**src/rtl/uart_rx_pkg.sv**
```systemverilog
// d16_uart_pkg: shared types and constants for the UART receive slice.
//   state_t     receiver FSM states
//   DEFAULT_DIV clocks per bit at 50 MHz / 115200 baud
//   DATA_BITS   payload bits per frame
package d16_uart_pkg;

    typedef enum logic [2:0] {
        WAIT_HIGH,
        IDLE,
        START,
        DATA,
        PARITY,
        STOP
    } state_t;

    localparam int DEFAULT_DIV = 434;
    localparam int DATA_BITS   = 8;

endpackage

```
**src/rtl/uart_rx_if.sv**
```systemverilog
// uart_rx_if: byte delivery handshake plus error pulses from the receiver.
//   data/valid  received byte, held until valid&&ready
//   ready       consumer accepts data
//   frame_err, overrun, parity_err  one-cycle error pulses
//   master = receiver side, slave = consumer side
interface uart_rx_if;
    import d16_uart_pkg::*;

    logic [DATA_BITS-1:0] data;
    logic                 valid;
    logic                 ready;
    logic                 frame_err;
    logic                 overrun;
    logic                 parity_err;

    modport master (output data, valid, frame_err, overrun, parity_err, input ready);
    modport slave  (input data, valid, frame_err, overrun, parity_err, output ready);
endinterface

```
**src/rtl/uart_rx_sync.sv**
```systemverilog
// uart_rx_sync: two-flop synchronizer for an asynchronous input pin.
//   clk, rst_n  clock, async active-low reset (flops reset to 1 = line idle)
//   d           asynchronous input
//   q           synchronized output, 2-cycle latency
module uart_rx_sync (
    input  logic clk,
    input  logic rst_n,
    input  logic d,
    output logic q
);
    logic meta;

    always_ff @(posedge clk or negedge rst_n) begin
        if (!rst_n) begin
            meta <= 1'b1;
            q    <= 1'b1;
        end else begin
            meta <= d;
            q    <= meta;
        end
    end
endmodule

```
**src/rtl/uart_rx.sv**
```systemverilog
// uart_rx: 8N1 serial receiver with a one-entry holding register.
//   clk, rst_n  clock, async active-low reset
//   rx          raw serial line (idle high, asynchronous)
//   rx_if       master side of uart_rx_if: data/valid/ready + error pulses
// Build option: define UART_RX_PARITY_EN to require an even-parity bit
// between the data bits and the stop bit.
module uart_rx
    import d16_uart_pkg::*;
#(
    parameter  int DIV   = DEFAULT_DIV,
    localparam int CNT_W = $clog2(DIV)
) (
    input  logic      clk,
    input  logic      rst_n,
    input  logic      rx,
    uart_rx_if.master rx_if
);
    state_t               state, state_nxt;
    logic [CNT_W-1:0]     cnt;
    logic [2:0]           bit_idx;
    logic [DATA_BITS-1:0] shreg;
    logic                 rx_s;
    logic                 cnt_zero, last_bit, par_bad;

    logic cnt_start, cnt_run, shift_en, byte_done, stop_bad, par_chk;

    logic [DATA_BITS-1:0] data_q;
    logic                 valid_q, frame_err_q, overrun_q;

    uart_rx_sync u_sync (.clk(clk), .rst_n(rst_n), .d(rx), .q(rx_s));

    assign cnt_zero = (cnt == '0);
    assign last_bit = (bit_idx == 3'(DATA_BITS - 1));

    // State register
    always_ff @(posedge clk or negedge rst_n) begin
        if (!rst_n) state <= WAIT_HIGH;
        else        state <= state_nxt;
    end

    // Next-state logic
    always_comb begin
        state_nxt = state;
        case (state)
            WAIT_HIGH: if (rx_s) state_nxt = IDLE;
            IDLE:      if (!rx_s) state_nxt = START;
            START:     if (cnt_zero) state_nxt = rx_s ? IDLE : DATA;   // high at mid-start = glitch
`ifdef UART_RX_PARITY_EN
            DATA:      if (cnt_zero && last_bit) state_nxt = PARITY;
            PARITY:    if (cnt_zero) state_nxt = STOP;
`else
            DATA:      if (cnt_zero && last_bit) state_nxt = STOP;
`endif
            STOP:      if (cnt_zero) state_nxt = rx_s ? IDLE : WAIT_HIGH;
            default:   state_nxt = WAIT_HIGH;
        endcase
    end

    // Control strobes
    always_comb begin
        cnt_start = 1'b0;
        cnt_run   = 1'b0;
        shift_en  = 1'b0;
        byte_done = 1'b0;
        stop_bad  = 1'b0;
        par_chk   = 1'b0;
        case (state)
            IDLE:   cnt_start = !rx_s;
            START:  cnt_run = 1'b1;
            DATA:   begin cnt_run = 1'b1; shift_en = cnt_zero; end
            PARITY: begin cnt_run = 1'b1; par_chk = cnt_zero && ((^shreg) ^ rx_s); end
            STOP:   begin
                cnt_run   = 1'b1;
                byte_done = cnt_zero && rx_s && !par_bad;
                stop_bad  = cnt_zero && !rx_s;
            end
            default: ;
        endcase
    end

    // Bit timing and shift register
    always_ff @(posedge clk or negedge rst_n) begin
        if (!rst_n) begin
            cnt     <= '0;
            bit_idx <= '0;
            shreg   <= '0;
        end else begin
            if (cnt_start)    cnt <= CNT_W'(DIV / 2 - 1);   // first sample lands mid start bit
            else if (cnt_run) cnt <= cnt_zero ? CNT_W'(DIV - 1) : cnt - 1'b1;

            if (state == START && cnt_zero) bit_idx <= '0;
            else if (shift_en)               bit_idx <= bit_idx + 1'b1;

            if (shift_en) shreg <= {rx_s, shreg[DATA_BITS-1:1]};   // LSB arrives first
        end
    end

`ifdef UART_RX_PARITY_EN
    logic parity_err_q;

    // Parity verdict is kept until the stop bit so the byte can be dropped there.
    always_ff @(posedge clk or negedge rst_n) begin
        if (!rst_n) begin
            par_bad      <= 1'b0;
            parity_err_q <= 1'b0;
        end else begin
            parity_err_q <= par_chk;
            if (state == PARITY && cnt_zero) par_bad <= par_chk;
        end
    end

    assign rx_if.parity_err = parity_err_q;
`else
    assign par_bad          = 1'b0;
    assign rx_if.parity_err = 1'b0;
`endif

    // Holding register: a completing byte may replace data only if the slot
    // is empty or being drained in the same cycle; otherwise it is dropped.
    always_ff @(posedge clk or negedge rst_n) begin
        if (!rst_n) begin
            data_q      <= '0;
            valid_q     <= 1'b0;
            frame_err_q <= 1'b0;
            overrun_q   <= 1'b0;
        end else begin
            frame_err_q <= stop_bad;
            overrun_q   <= byte_done && valid_q && !rx_if.ready;
            if (byte_done && (!valid_q || rx_if.ready)) begin
                data_q  <= shreg;
                valid_q <= 1'b1;
            end else if (valid_q && rx_if.ready) begin
                valid_q <= 1'b0;
            end
        end
    end

    assign rx_if.data      = data_q;
    assign rx_if.valid     = valid_q;
    assign rx_if.frame_err = frame_err_q;
    assign rx_if.overrun   = overrun_q;
endmodule

```
**src/flat_wrapper.sv**
```systemverilog
// flat-port wrapper written by rule: the top's interface ports become plain ports
module uart_rx_flat import d16_uart_pkg::*;
#(
    parameter  int DIV   = DEFAULT_DIV,
    localparam int CNT_W = $clog2(DIV)
)
  (clk, rst_n, rx, rx_if_data, rx_if_valid, rx_if_frame_err, rx_if_overrun, rx_if_parity_err, rx_if_ready);
  uart_rx_if rx_if_i ();
  input  logic clk;
  input  logic rst_n;
  input  logic rx;
  output wire logic [$bits(rx_if_i.data)-1:0] rx_if_data;
  output wire logic [$bits(rx_if_i.valid)-1:0] rx_if_valid;
  output wire logic [$bits(rx_if_i.frame_err)-1:0] rx_if_frame_err;
  output wire logic [$bits(rx_if_i.overrun)-1:0] rx_if_overrun;
  output wire logic [$bits(rx_if_i.parity_err)-1:0] rx_if_parity_err;
  input wire logic [$bits(rx_if_i.ready)-1:0] rx_if_ready;
  assign rx_if_data = rx_if_i.data;
  assign rx_if_valid = rx_if_i.valid;
  assign rx_if_frame_err = rx_if_i.frame_err;
  assign rx_if_overrun = rx_if_i.overrun;
  assign rx_if_parity_err = rx_if_i.parity_err;
  assign rx_if_i.ready = rx_if_ready;
  uart_rx #(.DIV(DIV)) u_core (.clk(clk), .rst_n(rst_n), .rx(rx), .rx_if(rx_if_i));
endmodule
```
**config.mk**
```make
export PLATFORM = sky130hd
export DESIGN_NAME = uart_rx_flat
export DESIGN_NICKNAME = d
export VERILOG_FILES = /design/src/rtl/uart_rx_pkg.sv /design/src/rtl/uart_rx_if.sv /design/src/rtl/uart_rx_sync.sv /design/src/rtl/uart_rx.sv /design/src/flat_wrapper.sv
export SDC_FILE = /design/constraint.sdc
export NUM_CORES = 1
export LEC_CHECK = 0
export BUFFER_PORTS_ARGS = -buffer_cell sky130_fd_sc_hd__buf_4
export CORE_MARGIN = 2
export CORE_UTILIZATION = 52
export DETAILED_ROUTE_END_ITERATION = 10
export MAX_ROUTING_LAYER = met4
export PLACE_DENSITY = 0.76
export REMOVE_ABC_BUFFERS = 1
export SYNTH_ARGS = -nofsm -noshare
export SYNTH_HDL_FRONTEND = slang
export SYNTH_HIERARCHICAL = 1
export SYNTH_SLANG_ARGS = --single-unit
```
**constraint.sdc**
```tcl
create_clock -name clk -period 2.5 [get_ports clk]
set_clock_uncertainty 0.2 [all_clocks]
set_input_delay 0.75 -clock clk [delete_from_list [all_inputs] [get_ports clk]]
set_output_delay 0.75 -clock clk [all_outputs]
set_load 0.03 [all_outputs]
```
# ---- Word level (Yosys, flattened, before mapping)
# Cells that the tools add are included.
dict set report classes {
  n_reduce_logical 19
  eq_ne 11
  n_addsub 2
  muxes 20
}
# op n
set op_table {}
lappend op_table {{$mux 9} 3}
lappend op_table {{$mux 3} 7}
lappend op_table {{$pmux 3 s5} 1}
lappend op_table {{$eq 3x3->1 const B} 3}
lappend op_table {{$logic_not 9->1} 1}
lappend op_table {{$sub 9x1->9 const B} 1}
lappend op_table {{$logic_and 1x1->1} 8}
lappend op_table {{$mux 1} 8}
lappend op_table {{$eq 3x2->1 const B} 2}
lappend op_table {{$ne 2x1->1 const B} 3}
lappend op_table {{$reduce_bool 2->1} 3}
lappend op_table {{$reduce_and 5->1} 1}
lappend op_table {{$ne 2x2->1 const B} 2}
lappend op_table {{$reduce_or 4->1} 1}
lappend op_table {{$add 3x1->3 const B} 1}
lappend op_table {{$eq 3x1->1 const B} 1}
lappend op_table {{$logic_not 1->1} 3}
lappend op_table {{$logic_not 3->1} 1}
lappend op_table {{$mux 2} 1}
lappend op_table {{$logic_or 1x1->1} 1}
dict set report totals {
  reg_bits 36
  output_inout_bits 12
}

# ---- Longest topological paths before layout
dict set report depth {
  word_depth 5
  mapped_depth 8
}

# ---- By module
# The synthesis kept the hierarchy.
# module n_inst area_per_inst_um2 cells_per_inst
set by_module_without_submodules {}
lappend by_module_without_submodules {uart_rx 1 1636.6 147}
lappend by_module_without_submodules {uart_rx_sync 1 52.6 2}

# ---- Least setup slack after synthesis
# Ideal clock, no wire load.
dict set report synth_timing {
  kind {reg-to-reg}
  start {register u_core.cnt[0]}
  end {register u_core.data_q[0] (netlist: u_core/rx_if.data[0])}
  period_less_slack_ns 2.349
  setup_time_ns 0.125
  path_stages_with_launch 9
  slack_ns 0.151
  required_ns 2.175
  arrival_time_ns 2.024
  path_cell_list {dfrtp_1 inv_1 ha_1 or4b_1 buf_2 nor4_4 and3_1 buf_6 mux2_2}
}
dict set report synth_via {
  elab_chain_len 4
}
# item line_no
set synth_rtl {}
lappend synth_rtl {{start, declared} uart_rx.sv:19} ;# logic [CNT_W-1:0] cnt;
lappend synth_rtl {{start signal, assigned} uart_rx.sv:88} ;# if (cnt_start) cnt <= CNT_W'(DIV / 2 - 1);
lappend synth_rtl {{start signal, assigned} uart_rx.sv:89} ;# else if (cnt_run) cnt <= cnt_zero ? CNT_W'(DIV - 1) : cnt - 1'b1;
lappend synth_rtl {{$logic_not 9->1} uart_rx.sv:32} ;# assign cnt_zero = (cnt == '0);
lappend synth_rtl {{$logic_and 1x1->1} uart_rx.sv:74} ;# byte_done = cnt_zero && rx_s && !par_bad;
lappend synth_rtl {{$mux 1} uart_rx.sv:67} ;# case (state)
lappend synth_rtl {{$logic_and 1x1->1} uart_rx.sv:129} ;# if (byte_done && (!valid_q || rx_if.ready)) begin
lappend synth_rtl {{end signal, assigned} uart_rx.sv:130} ;# data_q <= shreg;
lappend synth_rtl {{end, declared} uart_rx.sv:27} ;# logic [DATA_BITS-1:0] data_q;
# Every way passes these cells.
# A chain may end at the register's enable or synchronous reset.

# ---- Worst setup path in the final report
dict set report layout_timing {
  start {register u_core.cnt[1]}
  end {register u_core.shreg[7]}
}
dict set report layout_via {
  elab_chain_len 2
}
# item line_no
set layout_rtl {}
lappend layout_rtl {{$logic_not 9->1} uart_rx.sv:32}
lappend layout_rtl {{$mux 1} uart_rx.sv:67}
lappend layout_rtl {{end signal, assigned} uart_rx.sv:94} ;# if (shift_en) shreg <= {rx_s, shreg[DATA_BITS-1:1]};
lappend layout_rtl {{end, declared} uart_rx.sv:21} ;# logic [DATA_BITS-1:0] shreg;
# Every way passes these cells.

==> summary.md <==
| Metric | Value |
|---|---|
| Critical Path RT | 2.53 ns |
| Hold Vio Cnt, Final | 0 |
| Area delta synth->final | 19.11% |
| Net Sw Frac | 0.2784 |
| Detail Placement HPWL | 2.148 mm |
| Drt pass-1 iters | 4 |
| Initial antenna violation count | 0 |
| Ys Warns | 6 |
| Clock sinks | 36 |
| Post-CTS Hold Buffers | 0 |
| Tcrit/Tclk final | 0.9757 |
| Die H | 61.00 µm |
| Num rows | 20 |
| GRT Residual Overflow | 0 |
| PD cells | 847.3 mW/mm² |
| Sequential fraction of design power | 0.476 |
| Later-pin clock latency in the skew report | 0.35 ns |
| Routed WL | 3.117 mm |
| Largest area contributor in the netlist | dfrtp_1 |
| Final min period | 2.439 ns |
| Power share of the clock group | 0.355 |
| Fmax | 0.4100 GHz |
| Crit path launch type | flop |
| Wire length per cell | 14.57 µm |
| CTS buffer count | 5 |
| CP arrival | 2.47 ns |
| Vias in the first global route | 1153 |
| Net Sw Power | 0.4746 mW |
| Vias/cell | 5.537 |
| Delay-heaviest family, CP | simple AND/OR/NAND/NOR gates |
| #FFs+latches synth | 36 |
| Routability Congestion | 0.8570 |
| Die span in x | 61.00 µm |
| Maximum vdd drop | 0.4588 mV |
| Starting DRC count in detailed routing | 40 |
| Outcome | completed |
| Post-Syn Instances | 149 |
| Layout cells sized above 1 | 0.3294 |
| First-pass GRT wire length | 5.209 mm |
| Ant. Diodes | 0 |
| Final core occ | 0.6537 |
| Area share of the largest cell type after synthesis | 0.5037 |
| CP Capture Type | flop |
| H-tree depth | 2 |
| Avg Inst Size Synth | 11.34 µm² |
| Final hold slack | 0.1356 ns |
| DRC | 0 |
| EDFF count, synth | 0 |
| Post-layout nets | 176 |
| Int Pwr | 1.230 mW |
| CP peak stage delay | 0.49 ns |
| Die ar. | 0.003720 mm² |
| Synth top area cells | dfrtp_1, mux2_2, dfstp_2 |
| Worst min path class | in2async |
| Comb power frac | 0.170 |
| Total GRT Usage | 0.2026 |
| IO Port Bufs | 14 |
| Critical-path top delay cell | or4b_4 |
| Pin count of the biggest net entering global routing | 37 |
| Total power draw | 1.705 mW |
| CP Buf/Inv Count | 2 |
| MaxCap Viol Count | 0 |
| WS Path Type | reg2reg |
| Predominant post-synthesis flop cell | dfrtp_1 |
| Synth async-reset ratio | 1.000 |
| Vias | 1185 |
| Fill cells | 254 |
| Synth cell types | 39 |
| Synthesized cell area | 0.001689 mm² |
| Core area | 0.003078 mm² |
| Leakage Power | 0.9639 nW |
| CP cell instances | inv_1, ha_2, or4b_4, buf_4, nor2b_4, nand3_4, mux2_1 |
| Critical-path maximum fanout | 8 |
| Starting density of the core | 0.5488 |
| Fin. max-slew vios | 0 |
| Seq/Total Area, Yosys | 0.5348 |
| Setup violations, final | 0 |
| Clock-pin transition on the worst setup and hold timing paths | 0.11 ns |
| CTS Buffer Depth | 2 |
| I/O pin cnt | 16 |
| Antenna Nets Post-Route | 0 |
| CTS root buf | clkbuf_4 |
| CTS tree | built |
[sequential cells by signal (all words and copies together) (netlist names)]
register / cells
u_core/shreg: 8
u_core/rx_if.frame_err: 1
u_core/rx_if.valid: 1
u_core/u_sync/q: 1
u_core/rx_if.data: 8
u_core/bit_idx: 3
u_core/cnt: 9
u_core/u_sync/meta: 1
u_core/state: 3
u_core/rx_if.overrun: 1
[Yosys cell counts (2+ instances only)]
master,n
nor3_1,6
a21oi_1,7
nand2_1,9
nor2b_1,4
nor2_1,9
ha_1,3
buf_2,2
nand3_1,4
a21boi_0,2
o22ai_1,2
a21bo_2,2
and3_1,3
dfrtp_1,34
mux2_2,16
nor4_1,2
nand2b_1,5
clkbuf_1,4
inv_1,4
o21ai_0,8
dfstp_2,2
nand4_1,3
[cell type report]
class / count / area [µm²] / area share
flip-flops and latches: 36 / 903.4 / 0.4490
multi-input cells: 101 / 740.7 / 0.3682
repair buffers: 21 / 170.2 / 0.08458
clock inverters: 3 / 90.09 / 0.04478
well taps: 44 / 55.05 / 0.02736
clock buffers: 5 / 37.54 / 0.01866
inverters: 4 / 15.01 / 0.007463
[cell usage in the layout (no fill, tap or decap), types with 2 or more instances in the layout]
| master | n |
|---|---|
| nand3_1 | 4 |
| nor4_1 | 2 |
| and3_1 | 2 |
| a21oi_1 | 7 |
| nand2_1 | 9 |
| o21ai_0 | 8 |
| clkbuf_4 | 5 |
| ha_1 | 2 |
| a21bo_2 | 2 |
| nor2_1 | 9 |
| nor2b_1 | 4 |
| mux2_2 | 16 |
| o22ai_1 | 2 |
| nand4_1 | 3 |
| dfrtp_1 | 34 |
| bufinv_16 | 3 |
| dfstp_2 | 2 |
| nor3_1 | 6 |
| a21boi_0 | 2 |
| nand2b_1 | 4 |
| inv_1 | 4 |
| buf_4 | 20 |
[through the flow]
step	std cells	instance area, µm²	TNS, ns	setup slack [ns]
after floorplan	141	1645	0	0.04103
after global placement	204	1856	0	0.09872
after detailed placement	204	1856	0	0.001720
after CTS	213	1993	0	0.01466
after global routing	214	2012	-0.01178	-0.01178
final	214	2012	0	0.06086
[power groups by stage]
stage / Sequential (mW) / Clock [mW] / Combinational [mW]
CTS: 0.806 / 0.614 / 0.285
finish: 0.811 / 0.604 / 0.289
global placement: 0.808 / 0 / 0.263
detailed placement: 0.817 / 0 / 0.279
floorplan: 0.781 / 0 / 0.220
global route: 0.828 / 0.644 / 0.325
[worst paths after layout]
kind	slack [ns]	cells past startpoint	start	endpoint
worst max-delay path	0.06	7	u_core/cnt[1]	u_core/shreg[7]
worst min-delay path	0.14	1	rst_n	u_core/shreg[2]
worst max register to register	0.06	7	u_core/cnt[1]	u_core/shreg[7]
worst min register to register	0.16	0	u_core/u_sync/meta	u_core/u_sync/q
max in group asynchronous	1.62	1	rst_n	u_core/u_sync/q
min in group clk	0.16	0	u_core/u_sync/meta	u_core/u_sync/q
[cells by family (layout without fill, tap and decap cells)]
| kind of cell | count (synthesis) | in the layout | synth area share |
|---|---|---|---|
| simple gates | 49 | 49 | 0.1696 |
| fa+ha+maj | 3 | 3 | 0.02222 |
| xor+xnor | 1 | 1 | 0.005186 |
| mux | 17 | 17 | 0.1133 |
| flops | 36 | 36 | 0.5348 |
| buf+inv | 12 | 33 | 0.03481 |
| compound gates | 30 | 30 | 0.1178 |
| other cells | 1 | 1 | 0.002220 |
[routing by layer]
| layer | wire length (µm) | track usage | vias to the layer above |
|---|---|---|---|
| li1 | - | - | 576 |
| met1 | 1418 | 0.2497 | 576 |
| met2 | 1526 | 0.3180 | 27 |
| met3 | 131 | 0.06397 | 6 |
| met4 | 40 | 0.06522 | 0 |
| met5 | 0 | - | - |
[timing repair]
| item | 4_1_cts | 5_1_grt |
|---|---|---|
| pin swaps | 0 | 1 |
| resized for setup | 1 | 3 |
| endpoints found under the hold margin | 0 | 0 |
| endpoints found under the setup margin | 2 | 17 |
| setup buffers | 1 | 1 |
Power figures use the tool's default switching activity.
